**src/rtl/spi_cmd_bridge.sv**
```systemverilog
// SPI command decoder: byte-wide register write/read, status readout and counted FIFO
// bursts with underrun fill and deselect abort.
module spi_cmd_bridge #(
  parameter int unsigned NUM_REGS      = 4,
  parameter int unsigned LVL_W         = 6,
  parameter logic [7:0]  UNDERRUN_BYTE = 8'hFF
) (
  input  logic                  clk,
  input  logic                  rst,
  input  logic                  ssel,
  input  logic                  spi_rxdy,
  input  logic                  spi_txcomp,
  input  logic [7:0]            spi_rx_dat,
  output logic [7:0]            spi_tx_dat,
  output logic [8*NUM_REGS-1:0] regs_o,
  output logic                  fifo_rd,
  input  logic [7:0]            fifo_dat,
  input  logic                  fifo_empty,
  input  logic                  fifo_full,
  input  logic [LVL_W-1:0]      fifo_level,
  output logic                  busy
);

  localparam logic [2:0] StIdle   = 3'd0;
  localparam logic [2:0] StWrData = 3'd1;
  localparam logic [2:0] StBLen   = 3'd2;
  localparam logic [2:0] StBFetch = 3'd3;
  localparam logic [2:0] StBLoad  = 3'd4;
  localparam logic [2:0] StBWait  = 3'd5;

  logic [2:0]            state_q, state_d;
  logic [5:0]            addr_q, addr_d;
  logic [8:0]            rem_q, rem_d;
  logic [7:0]            tx_q, tx_d;
  logic [8*NUM_REGS-1:0] regs_q, regs_d;
  logic                  under_q, under_d;
  logic                  popped_q, popped_d;
  logic                  rxdy_q, txcomp_q, ssel_q;

  logic       rx_ev, tx_ev, desel;
  logic [7:0] rd_byte, stat_byte;
  logic [4:0] lvl_sat;
  logic [31:0] lvl_ext;

  assign rx_ev = rxdy_q & ~spi_rxdy;
  assign tx_ev = txcomp_q & ~spi_txcomp;
  assign desel = ~ssel_q & ssel;

  // A deselect in the fetch cycle must not consume a FIFO byte.
  assign fifo_rd    = (state_q == StBFetch) && !fifo_empty && !desel;
  assign busy       = (state_q != StIdle);
  assign spi_tx_dat = tx_q;
  assign regs_o     = regs_q;

  assign lvl_ext   = 32'(fifo_level);
  assign lvl_sat   = (lvl_ext > 32'd31) ? 5'd31 : lvl_ext[4:0];
  assign stat_byte = {under_q, fifo_full, fifo_empty, lvl_sat};

  always_comb begin
    rd_byte = 8'h00;
    for (int k = 0; k < NUM_REGS; k++) begin
      if (spi_rx_dat[5:0] == 6'(k)) rd_byte = regs_q[8*k +: 8];
    end
  end

  always_comb begin
    state_d  = state_q;
    addr_d   = addr_q;
    rem_d    = rem_q;
    tx_d     = tx_q;
    regs_d   = regs_q;
    under_d  = under_q;
    popped_d = fifo_rd;
    if (desel) begin
      state_d = StIdle;
      rem_d   = 9'd0;
    end else begin
      case (state_q)
        StIdle: begin
          if (rx_ev) begin
            case (spi_rx_dat[7:6])
              2'b00: begin
                addr_d  = spi_rx_dat[5:0];
                state_d = StWrData;
              end
              2'b01:   tx_d = rd_byte;
              2'b10:   state_d = StBLen;
              default: begin
                tx_d    = stat_byte;
                under_d = 1'b0;
              end
            endcase
          end
        end
        StWrData: begin
          if (rx_ev) begin
            for (int k = 0; k < NUM_REGS; k++) begin
              if (addr_q == 6'(k)) regs_d[8*k +: 8] = spi_rx_dat;
            end
            state_d = StIdle;
          end
        end
        StBLen: begin
          if (rx_ev) begin
            rem_d   = (spi_rx_dat == 8'd0) ? 9'd256 : {1'b0, spi_rx_dat};
            state_d = StBFetch;
          end
        end
        StBFetch: begin
          rem_d   = rem_q - 9'd1;
          state_d = StBLoad;
        end
        StBLoad: begin
          if (popped_q) begin
            tx_d = fifo_dat;
          end else begin
            tx_d    = UNDERRUN_BYTE;
            under_d = 1'b1;
          end
          state_d = (rem_q == 9'd0) ? StIdle : StBWait;
        end
        StBWait: begin
          // rx_ev here is a master dummy byte and is dropped.
          if (tx_ev) state_d = StBFetch;
        end
        default: state_d = StIdle;
      endcase
    end
  end

  always_ff @(posedge clk or negedge rst) begin
    if (!rst) begin
      state_q  <= StIdle;
      addr_q   <= 6'd0;
      rem_q    <= 9'd0;
      tx_q     <= 8'h00;
      regs_q   <= '0;
      under_q  <= 1'b0;
      popped_q <= 1'b0;
      rxdy_q   <= 1'b0;
      txcomp_q <= 1'b0;
      ssel_q   <= 1'b1;
    end else begin
      state_q  <= state_d;
      addr_q   <= addr_d;
      rem_q    <= rem_d;
      tx_q     <= tx_d;
      regs_q   <= regs_d;
      under_q  <= under_d;
      popped_q <= popped_d;
      rxdy_q   <= spi_rxdy;
      txcomp_q <= spi_txcomp;
      ssel_q   <= ssel;
    end
  end

endmodule

```
**config.mk**
```make
export PLATFORM = sky130hd
export DESIGN_NAME = spi_cmd_bridge
export DESIGN_NICKNAME = d
export VERILOG_FILES = /design/src/rtl/spi_cmd_bridge.sv
export SDC_FILE = /design/constraint.sdc
export NUM_CORES = 1
export LEC_CHECK = 0
export ABC_AREA = 1
export ABC_CLOCK_PERIOD_IN_PS = 1700
export BUFFER_PORTS_ARGS = -buffer_cell sky130_fd_sc_hd__buf_4
export CAP_MARGIN = 20
export CORE_MARGIN = 2
export CORE_UTILIZATION = 50
export CTS_BUF_LIST = sky130_fd_sc_hd__clkbuf_2 sky130_fd_sc_hd__clkbuf_4 sky130_fd_sc_hd__clkbuf_8
export DETAILED_ROUTE_END_ITERATION = 7
export GPL_TIMING_DRIVEN = 0
export PLACE_DENSITY_LB_ADDON = 0.25
export SLEW_MARGIN = 20
export SYNTH_ARGS = -nofsm -noshare
export SYNTH_HDL_FRONTEND = slang
export SYNTH_SLANG_ARGS = --single-unit
```
**constraint.sdc**
```tcl
create_clock -name clk -period 1.7 [get_ports clk]
set_input_delay 0.34 -clock clk [delete_from_list [all_inputs] [get_ports clk]]
set_output_delay 0.34 -clock clk [all_outputs]
set_load 0.005 [all_outputs]
```
[Yosys cells after proc, flatten, opt, wreduce, memory -nomap -nowiden]
Cells that the tools add are included.
Word-level totals
  input bits: 29
  output and inout bits: 42
  word-level logic and storage cells: 93
  register bits: 63
Operators by class
  reductions and logical operators: 24
  muxes and demuxes: 25
  $lt $le $gt $ge: 1
  bitwise operators: 7
  $add $sub $neg: 1
  eq/ne operators: 22
Operators with widths (count)
  8-bit 2-to-1 mux: 6
  8-bit one-hot mux with 2 select lines: 2
  9-bit 2-to-1 mux: 3
  6-bit by 2-bit == test with 1-bit output, second input constant: 4
  4-bit AND reduction: 6
  3-bit 2-to-1 mux: 6
  3-bit one-hot mux with 6 select lines: 1
  9-bit one-hot mux with 2 select lines: 1
  6-bit by 1-bit == test with 1-bit output, second input constant: 2
  6-bit logical NOT: 2
  3-bit != test, second input constant: 4
  5-bit AND reduction: 2
  9-bit logical NOT: 1
  9-bit by 1-bit subtractor with 9-bit output, second input constant: 1
  8-bit logical NOT: 1
  2-bit != test, second input constant: 4
  3-bit by 2-bit == test with 1-bit output, second input constant: 2
  3-bit == test, second input constant: 2
  6-bit by 5-bit greater-than comparator with 1-bit output, second input constant: 1
  3-bit one-hot mux with 2 select lines: 1
  3-bit nonzero test: 2
  5-bit 2-to-1 mux: 1
  4-bit by 2-bit != test with 1-bit output, second input constant: 1
  1-bit inverter: 4
  other kinds (14): 20

[Depth between registers and ports, before layout]
  depth in word-level cells: 8
  gate-level depth with buffers: 10
  mapped depth without buffers: 10

[Worst setup path after synthesis]
Ideal clock, no wire load.
  path kind: reg2reg
  start point: reg ssel_q
  end point: reg regs_q[6] (netlist: regs_o[6])
  data arrival time: 1285 ps
  setup time: 120 ps
  path buffers: 1
  data required time: 1580 ps
  setup slack: 295 ps
  stages on the path, launching flop included: 7
  clock period less this slack: 1405 ps
  cells stage by stage: dfstp_2 > nor2_4 > nor3_4 > nand3_2 > buf_6 > nand2_1 > o21ai_2
Between the ends
  longest elaborated chain between the ends: 4
Ends and longest elaborated chain
  from (decl): RTL line 38  | logic rxdy_q, txcomp_q, ssel_q;
  from (signal assigned): RTL line 153  | ssel_q <= ssel;
  1-bit inverter: RTL line 47  | assign desel = ~ssel_q & ssel;
  1-bit bitwise AND: RTL line 47
  1-bit inverter (no source line)
  4-bit AND reduction (no source line)
  to (signal assigned): RTL line 148  | regs_q <= regs_d;
  to (decl): RTL line 35  | logic [8*NUM_REGS-1:0] regs_q, regs_d;
No other way between the ends.
A chain may end at the register's enable or synchronous reset.

[Worst setup path in the final report]
  start point: reg state_q[1]
  end point: out busy
Between the ends
  longest elaborated chain between the ends: 1
Ends and longest elaborated chain
  from (decl): RTL line 31  | logic [2:0] state_q, state_d;
  from (signal assigned): RTL line 133  | state_q <= StIdle;
  from (signal assigned): RTL line 144  | state_q <= state_d;
  3-bit nonzero test: RTL line 51  | assign busy = (state_q != StIdle);
  to (decl): RTL line 21  | output logic busy
No other way between the ends.

==> reports/summary.md <==
• **highest-count cells in the layout ignoring fill and taps** sky130_fd_sc_hd__nand2_1 (117), sky130_fd_sc_hd__buf_4 (77), sky130_fd_sc_hd__dfrtp_1 (62), sky130_fd_sc_hd__inv_1 (36), sky130_fd_sc_hd__nand4_1 (36)
• **number of levels in the clock H-tree** 3
• **global placement routability congestion** 0.894
• **Hold Violations, Final** 0
• **clock root buffer** sky130_fd_sc_hd__clkbuf_8
• **post-placement setup slack** -0.145 ns
• **number of max-capacitance violations reported** 0
• **CTS clk-pin slew, worst paths** 0.07 ns
• **number of nets in the synthesized netlist** 456
• **kind of end point of the critical path** output pin
• **top cell type's share of synthesized area** 46.6%
• **Crit Path Class** flop to output pin
• **Initial Util** 52.2%
• **number of antenna violations at the first check in global routing** 0
• **biggest fanout along the worst timing path** 5
• **average size of a mapped cell** 7.82 sq um
• **unique cell type count in the Yosys netlist** 29
• **number of top-level pins** 71
• **share of synthesized area occupied by flip-flops and latches** 47.4%
• **run status** complete, no violations
• **final setup margin** 0.0692 ns
• **Worst-Skew Late Latency** 0.34 ns
• **grt total ovfl** 0
• **setup-violating endpoint count in the final report** 0
• **die width** 85.6 microns
• **final routed wire length divided by cell count** 15.5 microns
• **yosys warns** 0
• **vertical die dimension** 85.6 microns
• **maximum buffer depth of the clock tree** 2
• **number of core rows** 29
• **number of global-route vias before repair** 3124
• **core region area** 6390 sq um
• **routed wire length** 9270 microns
• **number of routed nets with antenna violations** 0
• **layout overhead on the synthesized area** 30.5%
• **antenna diode count** 0
• **Hold/Removal Path Class** input pin to asynchronous set/reset pin
• **number of clock sinks seen by CTS** 63
• **Max Fclk** 0.613 GHz
• **final critical-path share of the clock period** 95.9%
• **share of final-layout standard cells stronger than drive strength 1** 28.8%
• **P_leak** 2.21 nW
• **post-layout utilization of the core** 68.1%
• **maximum number of pins on one net before global-route repair** 64
• **Final #Nets** 545
• **final-report max-slew violation count** 0
• **HPWL after detailed placement** 6670 microns
• **summed negative setup slack over all endpoints** 0 ns
• **worst slew pin tran** 0.776 ns
• **clock tree from TritonCTS** done
• **first-pass GRT wire length** 15100 microns
• **normalized max-slew margin** 48.3%
• **Area contributors post-synth** sky130_fd_sc_hd__dfrtp_1 (47%), sky130_fd_sc_hd__nand2_1 (13%), sky130_fd_sc_hd__nand4_1 (6.8%)
• **port bufs** 70
• **number of optimization iterations in the first detailed-route pass** 5
• **total power** 0.00631 W
• **Initial DRC Count** 218
• **Async SR Flop Fraction** 100%
• **detail-routed via count per cell** 5.53
• **Filler Cell Count** 535
• **most common cell after layout, fill and taps aside** sky130_fd_sc_hd__nand2_1
• **min Tclk post-route** 1.63 ns
• **Die Footprint** 7330 sq um
• **final setup skew** 0.00595 ns
• **post-synthesis cell type with the largest combined area** sky130_fd_sc_hd__dfrtp_1
• **leading register cell type out of synthesis** sky130_fd_sc_hd__dfrtp_1
• **post-synthesis instance total** 426
• **Max IR drop VDD** 0.000800 V
• **crit path DAT** 1.29 ns
• **number of register bits inferred by synthesis** 63
• **global routing usage summed across all routing layers** 26.5%
• **required time of the critical path** 1.36 ns
• **area of the mapped netlist** 3330 sq um
• **final hold slack** 0.0806 ns
• **power density normalized to cell area** 1450 nW/um^2
• **number of design rule violations left after detail routing** 0
• **number of enable flip-flop cells after synthesis** 0
• **routed vias** 3302
• **cts bufs inserted** 9
• **Startpoint Class** flop
==> through the flow <==
stage | std cells | area, sq um
finish | 597 | 4350
detailed placement | 573 | 3950
global route | 597 | 4350
global placement | 573 | 3950
CTS | 594 | 4240
floorplan | 426 | 3330
==> final timing paths <==
kind,from,to,slack [ns],cells past startpoint
min reg2reg,spi_tx_dat[6],spi_tx_dat[6],0.48,2
max,state_q[1],busy,0.07,4
min,rst,regs_o[12],0.08,1
min in group clk,spi_txcomp,txcomp_q,0.11,1
max in group asynchronous,rst,rem_q[7],1.11,1
max reg2reg,state_q[1],spi_tx_dat[6],0.10,9
==> area by class of cell <==
cell class	count	area, sq um	area share (%)
clock buffer	13	173	3.97
sequential	63	1580	36.3
multi-input combinational	306	1580	36.3
clock inverter	3	40.0	0.921
buffer	12	97.6	2.24
timing repair buffer	78	616	14.2
tap	77	96.3	2.22
inverter	45	169	3.88
==> Yosys cell counts, types with 2 or more instances <==
| master | number |
|---|---|
| sky130_fd_sc_hd__buf_6 | 3 |
| sky130_fd_sc_hd__inv_1 | 39 |
| sky130_fd_sc_hd__o21ai_0 | 28 |
| sky130_fd_sc_hd__o21ai_2 | 9 |
| sky130_fd_sc_hd__nand4_1 | 36 |
| sky130_fd_sc_hd__buf_2 | 8 |
| sky130_fd_sc_hd__nand3_1 | 22 |
| sky130_fd_sc_hd__nor3_1 | 3 |
| sky130_fd_sc_hd__nor2_2 | 5 |
| sky130_fd_sc_hd__dfrtp_1 | 62 |
| sky130_fd_sc_hd__o211ai_1 | 3 |
| sky130_fd_sc_hd__inv_2 | 6 |
| sky130_fd_sc_hd__o21ai_1 | 23 |
| sky130_fd_sc_hd__nand2_2 | 2 |
| sky130_fd_sc_hd__a21oi_1 | 6 |
| sky130_fd_sc_hd__nand3_2 | 5 |
| sky130_fd_sc_hd__nor2_1 | 36 |
| sky130_fd_sc_hd__nand2_1 | 119 |
==> repair_timing <==
item / CTS / global route
hold buffers: 0 / 0
buffers inserted: 5 / 2
gates cloned: 0 / 1
gates resized for setup: 6 / 21
endpoints found under the setup margin: 1 / 48
pin swaps: 3 / 3
==> sequential cells by signal, summed over array words and instances (netlist names) <==
signal	flops
under_q	1
popped_q	1
state_q	3
spi_tx_dat	8
txcomp_q	1
ssel_q	1
regs_o	32
rem_q	9
rxdy_q	1
addr_q	6
==> power by group <==
group	internal [W]	leakage [nW]	switching, W
Clock	0.000809	0.113	0.000585
Combinational	0.00112	1.26	0.00133
Sequential	0.00201	0.837	0.000445
==> logic make-up after synthesis <==
kind of cell	share of synthesized area, %
flops	47.4
xor+xnor	0.263
simple gates	31.8
buf+inv	7.51
fa+ha+maj	0.375
compound gates	12.7
==> critical path, stage by stage (launching register included) <==
cell	delay, ns
sky130_fd_sc_hd__dfrtp_1	0.39
sky130_fd_sc_hd__buf_4	0.15
sky130_fd_sc_hd__nor2_2	0.15
sky130_fd_sc_hd__nand2_2	0.11
sky130_fd_sc_hd__buf_4	0.15
==> metal layers <==
metal,up-vias,share of wire [%],wire length (microns),global-route usage [%]
li1,1604,-,-,-
met1,1530,41,3800,34.3
met2,136,49,4580,43.3
met3,32,5.9,549,4.04
met4,0,3.7,341,13.3
met5,-,0,0,0
No activity file was read; power rests on OpenSTA's default activity.
